[src/rtl/sdcard_sector_buffer.sv]
// SD DMA sector buffer: one or two 512-byte banks filled by the DMA stream and drained by a host SRAM-style bus.
// Define SDCARD_SECTOR_BUFFER_DOUBLE_EN for two ping-pong banks; otherwise a single bank is built.
module sdcard_sector_buffer (
  input  logic       clk,
  input  logic       rst,
  input  logic [7:0] dma_data,
  input  logic [8:0] dma_addr,
  input  logic       dma_strobe,
  input  logic [9:0] sram_a,
  input  logic [7:0] sram_d_in,
  output logic [7:0] sram_d_out,
  input  logic       sram_cs,
  input  logic       sram_oe,
  input  logic       sram_we,
  output logic       sram_wait,
  output logic       sector_ready
);

`ifdef SDCARD_SECTOR_BUFFER_DOUBLE_EN
  localparam int NB = 2;
`else
  localparam int NB = 1;
`endif
  localparam int DATA_W = 8;
  localparam int MW     = $clog2(NB * 512);

  localparam logic [1:0] ST_EMPTY   = 2'd0;
  localparam logic [1:0] ST_FILLING = 2'd1;
  localparam logic [1:0] ST_FULL    = 2'd2;

  logic [DATA_W-1:0] mem [NB*512];
  logic [DATA_W-1:0] rd_data_q;

  logic [1:0] bank_st_q [2];
  logic [1:0] bank_st_d [2];
  logic       fill_bank_q, fill_bank_d;
  logic       rd_bank_q, rd_bank_d;
  logic [8:0] expected_q, expected_d;
  logic       overrun_q, overrun_d;
  logic       seq_err_q, seq_err_d;
  logic       drop_q, drop_d;
  logic       rd_armed_q, rd_armed_d;
  logic       wr_prev_q, wr_prev_d;

  logic          mem_we;
  logic [MW-1:0] wr_idx, rd_idx;
  logic [1:0]    full_count;
  logic [1:0]    fill_st;
  logic          ovr_set, seq_set, flag_clr, wr_act, reg0_wr;
  logic          unused_d_in_bits;

  function automatic logic next_bank(input logic b);
    next_bank = (NB == 2) ? ~b : 1'b0;
  endfunction

`ifdef SDCARD_SECTOR_BUFFER_DOUBLE_EN
  assign wr_idx = {fill_bank_q, dma_addr};
  assign rd_idx = {rd_bank_q, sram_a[8:0]};
`else
  assign wr_idx = dma_addr;
  assign rd_idx = sram_a[8:0];
`endif

  assign unused_d_in_bits = ^sram_d_in[6:1];
  assign full_count   = {1'b0, bank_st_q[0] == ST_FULL} + {1'b0, bank_st_q[1] == ST_FULL};
  assign sector_ready = (full_count != 2'd0);
  assign fill_st      = bank_st_q[fill_bank_q];

  always_comb begin
    bank_st_d   = bank_st_q;
    fill_bank_d = fill_bank_q;
    rd_bank_d   = rd_bank_q;
    expected_d  = expected_q;
    drop_d      = drop_q;
    mem_we      = 1'b0;
    ovr_set     = 1'b0;
    seq_set     = 1'b0;

    // Host writes act once per cs&we assertion, not on every held cycle
    wr_act     = sram_cs & sram_we & ~wr_prev_q;
    wr_prev_d  = sram_cs & sram_we;
    reg0_wr    = wr_act & ~sram_a[9] & (sram_a[1:0] == 2'd0);
    flag_clr   = reg0_wr & sram_d_in[7];
    rd_armed_d = sram_cs & (rd_armed_q | (sram_oe & sram_a[9]));

    // After an overrun, the rest of that sector is discarded until a new addr=0
    if (dma_strobe && !(drop_q && dma_addr != 9'd0)) begin
      if (fill_st == ST_FULL) begin
        ovr_set = 1'b1;
        drop_d  = 1'b1;
      end else if (dma_addr == 9'd0) begin
        mem_we                 = 1'b1;
        bank_st_d[fill_bank_q] = ST_FILLING;
        expected_d             = 9'd1;
        drop_d                 = 1'b0;
      end else if (fill_st == ST_EMPTY) begin
        seq_set = 1'b1;
      end else if (dma_addr == expected_q) begin
        mem_we     = 1'b1;
        expected_d = expected_q + 9'd1;
        if (&dma_addr) begin
          bank_st_d[fill_bank_q] = ST_FULL;
          fill_bank_d            = next_bank(fill_bank_q);
        end
      end else begin
        seq_set                = 1'b1;
        bank_st_d[fill_bank_q] = ST_EMPTY;
      end
    end

    // Release tests the pre-strobe state, so a strobe on a FULL bank still overruns
    if (reg0_wr && sram_d_in[0] && bank_st_q[rd_bank_q] == ST_FULL) begin
      bank_st_d[rd_bank_q] = ST_EMPTY;
      rd_bank_d            = next_bank(rd_bank_q);
    end

    overrun_d = ovr_set | (overrun_q & ~flag_clr);
    seq_err_d = seq_set | (seq_err_q & ~flag_clr);
  end

  always_comb begin
    sram_wait  = 1'b0;
    sram_d_out = 8'h00;
    if (!rst && sram_cs && sram_oe) begin
      if (sram_a[9]) begin
        sram_wait = ~rd_armed_q;
        if (rd_armed_q && sector_ready) sram_d_out = rd_data_q;
      end else begin
        case (sram_a[1:0])
          2'd0:    sram_d_out = {sector_ready, overrun_q, seq_err_q, 1'b0,
                                 full_count, fill_bank_q, rd_bank_q};
          2'd1:    sram_d_out = expected_q[7:0];
          2'd2:    sram_d_out = {7'b0, expected_q[8]};
          default: sram_d_out = 8'h00;
        endcase
      end
    end
  end

  always_ff @(posedge clk) begin
    if (rst) begin
      bank_st_q[0] <= ST_EMPTY;
      bank_st_q[1] <= ST_EMPTY;
      fill_bank_q  <= 1'b0;
      rd_bank_q    <= 1'b0;
      expected_q   <= 9'd0;
      overrun_q    <= 1'b0;
      seq_err_q    <= 1'b0;
      drop_q       <= 1'b0;
      rd_armed_q   <= 1'b0;
      wr_prev_q    <= 1'b0;
    end else begin
      bank_st_q    <= bank_st_d;
      fill_bank_q  <= fill_bank_d;
      rd_bank_q    <= rd_bank_d;
      expected_q   <= expected_d;
      overrun_q    <= overrun_d;
      seq_err_q    <= seq_err_d;
      drop_q       <= drop_d;
      rd_armed_q   <= rd_armed_d;
      wr_prev_q    <= wr_prev_d;
    end
  end

  // Sector storage: synchronous write from DMA, registered read for the host wait cycle
  always_ff @(posedge clk) begin
    if (mem_we) mem[wr_idx] <= dma_data;
    rd_data_q <= mem[rd_idx];
  end

endmodule

[config.mk]
export PLATFORM = sky130hd
export DESIGN_NAME = sdcard_sector_buffer
export DESIGN_NICKNAME = d
export VERILOG_FILES = /design/src/rtl/sdcard_sector_buffer.sv
export SDC_FILE = /design/constraint.sdc
export NUM_CORES = 2
export LEC_CHECK = 0
export CAP_MARGIN = 10
export CORE_UTILIZATION = 25
export DETAILED_ROUTE_END_ITERATION = 12
export PLACE_DENSITY = 0.46
export SLEW_MARGIN = 20
export SYNTH_ARGS = -nofsm -noshare
export SYNTH_HDL_FRONTEND = slang
export SYNTH_SLANG_ARGS = --single-unit
[constraint.sdc]
create_clock -name clk -period 5.4 [get_ports clk]
set_input_delay 0.54 -clock clk [delete_from_list [all_inputs] [get_ports clk]]
set_output_delay 0.54 -clock clk [all_outputs]
set_load 0.01 [all_outputs]
Word level (Yosys, flattened, before mapping)
Memory sizes are Yosys's and may differ from the RTL's. A register that Yosys moved wholly into a read port is not among the register bits.
Index checks and enable logic that the tools add are counted.
{"block": "totals", "register_bits": 18, "ramBits": 4096, "inputBits": 41, "output_inout_bits": 10, "wordCells": 90, "n_memories": 1}
{"block": "op_classes", "add_sub_neg": 2, "eq_ne": 9, "mux": 32, "n_bitwise": 17, "n_reduce_logical": 21}
{"name": "mem", "depth": 512, "width": 8, "rd": 1, "rd_clocked_by_memory_dff": 1, "write_ports": 1, "line_no": "31", "rtl": "logic [DATA_W-1:0] mem [NB*512];"}
{"op": "$mux W4", "n": 7}
{"op": "$mux W9", "n": 3}
{"op": "$mux W8", "n": 3}
{"op": "$pmux W8 S3", "n": 1}
{"op": "$mux W1", "n": 18}
{"op": "$add A9 B1 Y9 const B", "n": 1}
{"op": "$and A1 B1 Y1", "n": 9}
{"op": "$eq A9 B9 Y1", "n": 1}
{"op": "$logic_not A9 Y1", "n": 1}
{"op": "$reduce_and A9 Y1", "n": 1}
{"op": "$reduce_bool A9 Y1", "n": 1}
{"op": "$reduce_and A4 Y1", "n": 2}
{"op": "$reduce_bool A2 Y1", "n": 4}
{"op": "$logic_and A1 B1 Y1", "n": 7}
{"op": "$eq A2 B2 Y1 const B", "n": 3}
{"op": "$not A1 Y1", "n": 5}
{"op": "$logic_not A2 Y1", "n": 2}
{"op": "$ne A4 B2 Y1 const B", "n": 1}
{"op": "$ne A3 B2 Y1 const B", "n": 1}
{"op": "$or A1 B1 Y1", "n": 3}
{"op": "$add A1 B1 Y2", "n": 1}
{"op": "$eq A2 B1 Y1 const B", "n": 1}
{"op": "$logic_not A1 Y1", "n": 2}
{"op": "$ne A2 B1 Y1 const B", "n": 1}
{"op": "2 further kinds", "n": 2}

Depth between registers and ports, before layout
{"block": "depth", "depth_word": 8, "depth_mapped": 16, "ltp_nobuf": 8}

Worst setup path after synthesis
No wires, ideal clock.
{"block": "synth_path", "path_type": "in2out", "from": "in sram_a[0]", "to": "out sram_d_out[5]", "t_arrival_ps": 2924, "required_time_ps": 4860, "slack_ps": 1936, "path_stages": 12, "n_path_buf": 10, "path_cell_list": "buf_6 -> buf_12 -> buf_8 -> buf_8 -> buf_6 -> buf_6 -> buf_4 -> buf_4 -> clkbuf_1 -> buf_2 -> mux2_2 -> a22o_1"}
{"block": "synth_between", "elab_chain_cells": 4, "elab_cells_between_ends": 6, "cone_classes": "eq/ne (2); mux (3); reduce/logical (1)"}
{"item": "start, declared", "line_no": "9", "rtl": "input logic [9:0] sram_a,"}
{"item": "$eq A2 B2 Y1 (tied with other cells)", "line_no": "129", "rtl": "case (sram_a[1:0])"}
{"item": "$pmux W8 S3 *", "line_no": "129"}
{"item": "$mux W8 *", "line_no": "125", "rtl": "if (sram_a[9]) begin"}
{"item": "$mux W8 *", "line_no": "124", "rtl": "if (!rst && sram_cs && sram_oe) begin"}
{"item": "end, declared", "line_no": "11", "rtl": "output logic [7:0] sram_d_out,"}
Mark *: on every way between the ends. The rest lies on a longest branch, timed or not.

Final worst setup path
{"block": "layout_path", "from": "reg bank_st_q[2] (netlist name)", "to": "out sram_d_out[5]"}
{"block": "layout_between", "elab_chain_cells": 7}
{"item": "start, declared", "line_no": "34", "rtl": "logic [1:0] bank_st_q [2];"}
{"item": "start signal, assigned", "line_no": "153", "rtl": "bank_st_q <= bank_st_d;"}
{"item": "$eq A2 B2 Y1", "line_no": "65", "rtl": "assign full_count = {1'b0, bank_st_q[0] == ST_FULL} + {1'b0, bank_st_q[1] == ST_FULL};"}
{"item": "$add A1 B1 Y2", "line_no": "65"}
{"item": "$reduce_bool A2 Y1", "line_no": "66", "rtl": "assign sector_ready = (full_count != 2'd0);"}
{"item": "$logic_and A1 B1 Y1", "line_no": "127", "rtl": "if (rd_armed_q && sector_ready) sram_d_out = rd_data_q;"}
{"item": "$mux W8", "line_no": "127"}
{"item": "$mux W8", "line_no": "125"}
{"item": "$mux W8", "line_no": "124"}
Every way passes these cells.

==> flow_metrics.py <==
metrics = {
    "status": {
        "status": "complete, but fails checks",
        "violations": "DRC",
    },
    "power_and_ir_drop": {
        "comb_power_share_pct": 5.2,
        "power_frac_seq_pct": 51.5,
        "leakagePower_uw": 0.0596,
        "p_sw_share_pct": 22.0,
        "internal_power_uw": 53300,
        "ir_drop_mv": 0.256,
        "powerDensity_nw_per_um2": 357,
        "clockPowerShare_pct": 43.4,
        "p_switching_uw": 15100,
    },
    "layout": {
        "nets": 8317,
        "multi_input_area_sq_um": 34800,
        "fillers": 61600,
        "regArea_sq_um": 123000,
        "areaGrowthSynthToFinish_pct": 19.3,
        "drive_gt1_share_pct": 30.7,
        "stdcell_count": 17200,
    },
    "clock_network": {
        "clk-insertion-delay-late_ns": 1.03,
        "clk_pin_slew_ns": 0.06,
        "cts_tree": "done",
        "post_cts_buffers": 0,
        "cts_buffers": 438,
        "cts-root-buf": "clkbuf_16",
        "hold_buffers": 3,
        "cts-htree-levels": 5,
        "cts.sinks": 4120,
        "post_cts_resized": 0,
        "clockBufferDepth": 4,
    },
    "die": {
        "ioPinCount": 51,
        "rows": 293,
        "core_area_sq_um": 638000,
        "start_util_pct": 25.1,
        "fp.dieH_um": 803,
        "die_area_sq_um": 645000,
        "die_x_um": 803,
    },
    "worst_setup_path": {
        "cp-end-kind": "output port",
        "crit_path_cell_trace": "nand2b_1, inv_1, buf_4, and3_1, nor2b_1, a22o_1, clkdlybuf4s50_1",
        "crit_arrival_ns": 4.00,
        "crit_fanout": 5,
        "rr_worst_depth": 7,
        "cp-endpoint": "sram_d_out[5]",
        "cp.buffers_inverters": 3,
        "critPathKind": "reg -> out",
        "r2r-start": "mem[348][5]$_DFFE_PP_",
        "r2r-end": "rd_data_q[5]$_DFF_P_",
        "reg2reg_slack_ns": 1.69,
        "cp-start-kind": "register",
        "startpoint": "bank_st_q[2]$_SDFFE_PP0P_",
        "critPathSlowestCell": "clkdlybuf4s50_1",
        "critPathTopFamily": "simple AND/OR/NAND/NOR gates",
        "crit_cells": 7,
        "worstPathRequired_ns": 4.86,
        "max_stage_delay_ns": 0.66,
    },
    "global_routing": {
        "grt_pass1_wl_um": 670000,
        "antenna_found_initial": 40,
        "grt_pass1_vias": 83400,
        "grt_max_degree": 162,
        "track_usage_pct": 14.5,
        "grt_remaining_overflow": 0,
    },
    "synth": {
        "netlist_top_cells_count": "edfxtp_1 (4096), mux4_2 (1077), nor2_1 (558), mux2i_1 (257), clkbuf_1 (184)",
        "synth_seq_cells": 4120,
        "yosys_warnings": 0,
        "async_reset_ff_share_pct": 0,
        "netlist_area_sq_um": 160000,
        "synth.largest_area_cell": "edfxtp_1",
        "synth.avg_cell_area_sq_um": 21.8,
        "yosysMostFrequentCell": "edfxtp_1",
        "synth_nets": 7407,
        "syn_inst": 7365,
        "yosysUniqueCellTypes": 70,
        "synth_edf_count": 4096,
        "synth_flop_cell": "edfxtp_1",
        "ys_top_cells_by_area": "edfxtp_1 (77%), mux4_2 (15%), mux2i_1 (1.6%)",
        "yosysTopAreaCellShare_pct": 76.6,
        "seq_area_frac_synth_pct": 76.9,
    },
    "routing": {
        "vias": 79600,
        "routed_wirelength_um": 481000,
        "vias_per_cell": 4.62,
        "post_drt_wl_per_cell_um": 27.9,
        "drt-initial-drc-count": 8396,
        "final_antenna_net_count": 0,
        "drc_errors": 24,
        "first_pass_iters": 10,
    },
    "timing": {
        "setup_tns_ns": 0,
        "fin_crit_ns": 4.54,
        "fmax_mhz": 220,
        "worstMarginPinSlew_ns": 1.16,
        "report.final.slew_viol_count": 0,
        "skew_ns": 0.0706,
        "rsz0062_at_grt": "false",
        "slew_headroom_pct": 22.1,
        "min_period_over_period_pct": 84.1,
        "hold_viol": 0,
        "setup_viol": 0,
    },
    "placement": {
        "place.gp.congestion": 0.806,
        "dp_cells": 16400,
        "port-buffer-count": 44,
        "dpl.hpwl_um": 301000,
    },
    "flow_run": {
        "drv_cap": 0,
    },
    "hold_path": {
        "hp-class": "in -> reg",
    },
}
-- routing by layer --
metal  vias up  track usage [%]  wire, um
met3       625             2.54     29500
met2      2567             23.9    230000
met4        10             3.51     12300
met1     43500             20.0    209000
met5         -                0        60
li1      32900                -         -
-- worst min path at each step --
stage	start	end	slack, ns	cells past startpoint
2_1_floorplan	seq_err_q$_SDFF_PP0_	seq_err_q$_SDFF_PP0_	0.45	2
3_3_place_gp	overrun_q$_SDFF_PP0_	overrun_q$_SDFF_PP0_	0.50	2
3_5_place_dp	seq_err_q$_SDFF_PP0_	seq_err_q$_SDFF_PP0_	0.49	2
4_1_cts	sram_a[8]	rd_data_q[5]$_DFF_P_	0.02	2
5_1_grt	sram_a[8]	rd_data_q[5]$_DFF_P_	0.07	2
6_report	dma_data[6]	mem[127][6]$_DFFE_PP_	0.11	1
-- layout by cell type (no fill, tap or decap), drive strengths merged, types with 29 or more instances in the layout --
master,n
nand2,160
clkinv,221
a21oi,72
mux4,1079
a22oi,109
clkbuf,530
mux2,46
nand4,33
edfxtp,4096
nor2,558
o22ai,29
nand3,114
mux2i,257
bufinv,40
nor3,32
o21ai,57
buf,894
-- through the flow --
step	utilization (%)	hold slack [ns]	worst slack [ns]	instance area [sq um]	total power (uW)
after CTS	30.0	0.0219	0.949	191000	69100
after detailed placement	27.8	0.488	0.643	177000	39400
final	30.0	0.112	0.861	192000	68400
after floorplan	-	0.450	1.94	160000	37600
after global placement	27.8	0.496	0.571	177000	39400
after global routing	30.0	0.0655	0.736	191000	70300
-- sequential cells by signal, indices dropped and copies added (netlist names) --
| register | count |
|---|---|
| bank_st_q | 2 |
| drop_q | 1 |
| rd_armed_q | 1 |
| rd_data_q | 8 |
| mem | 4096 |
| wr_prev_q | 1 |
| expected_q | 9 |
| seq_err_q | 1 |
| overrun_q | 1 |
-- logic make-up (layout without fill, tap and decap cells) --
| kind of cell | after synthesis | in the layout | synth area share, % |
|---|---|---|---|
| flops | 4120 | 4120 | 76.9 |
| compound gates | 416 | 416 | 1.81 |
| simple gates | 963 | 963 | 2.55 |
| fa+ha+maj | 1 | 1 | 0.00779 |
| buf+inv | 467 | 1753 | 1.55 |
| other cells | 0 | 18 | 0 |
| xor+xnor | 16 | 16 | 0.0873 |
| mux | 1382 | 1382 | 17.1 |
-- power groups by stage --
stage	clock network (uW)	logic [uW]	registers (uW)
final	29600	3530	35200
after global routing	31400	3700	35200
after CTS	30300	3610	35200
after detailed placement	0	3600	35800
after global placement	0	3550	35800
after floorplan	0	1720	35800
-- cell type report --
cell class                 instances  area share, %
tap                             8555           5.59
timing repair buffer             924           4.39
sequential                      4120           64.5
multi-input combinational       2778           18.2
inverter                          13         0.0372
clock buffer                     530           5.93
clock inverter                   286           1.41
antenna                           18         0.0235
Power figures use the tool's default switching activity.
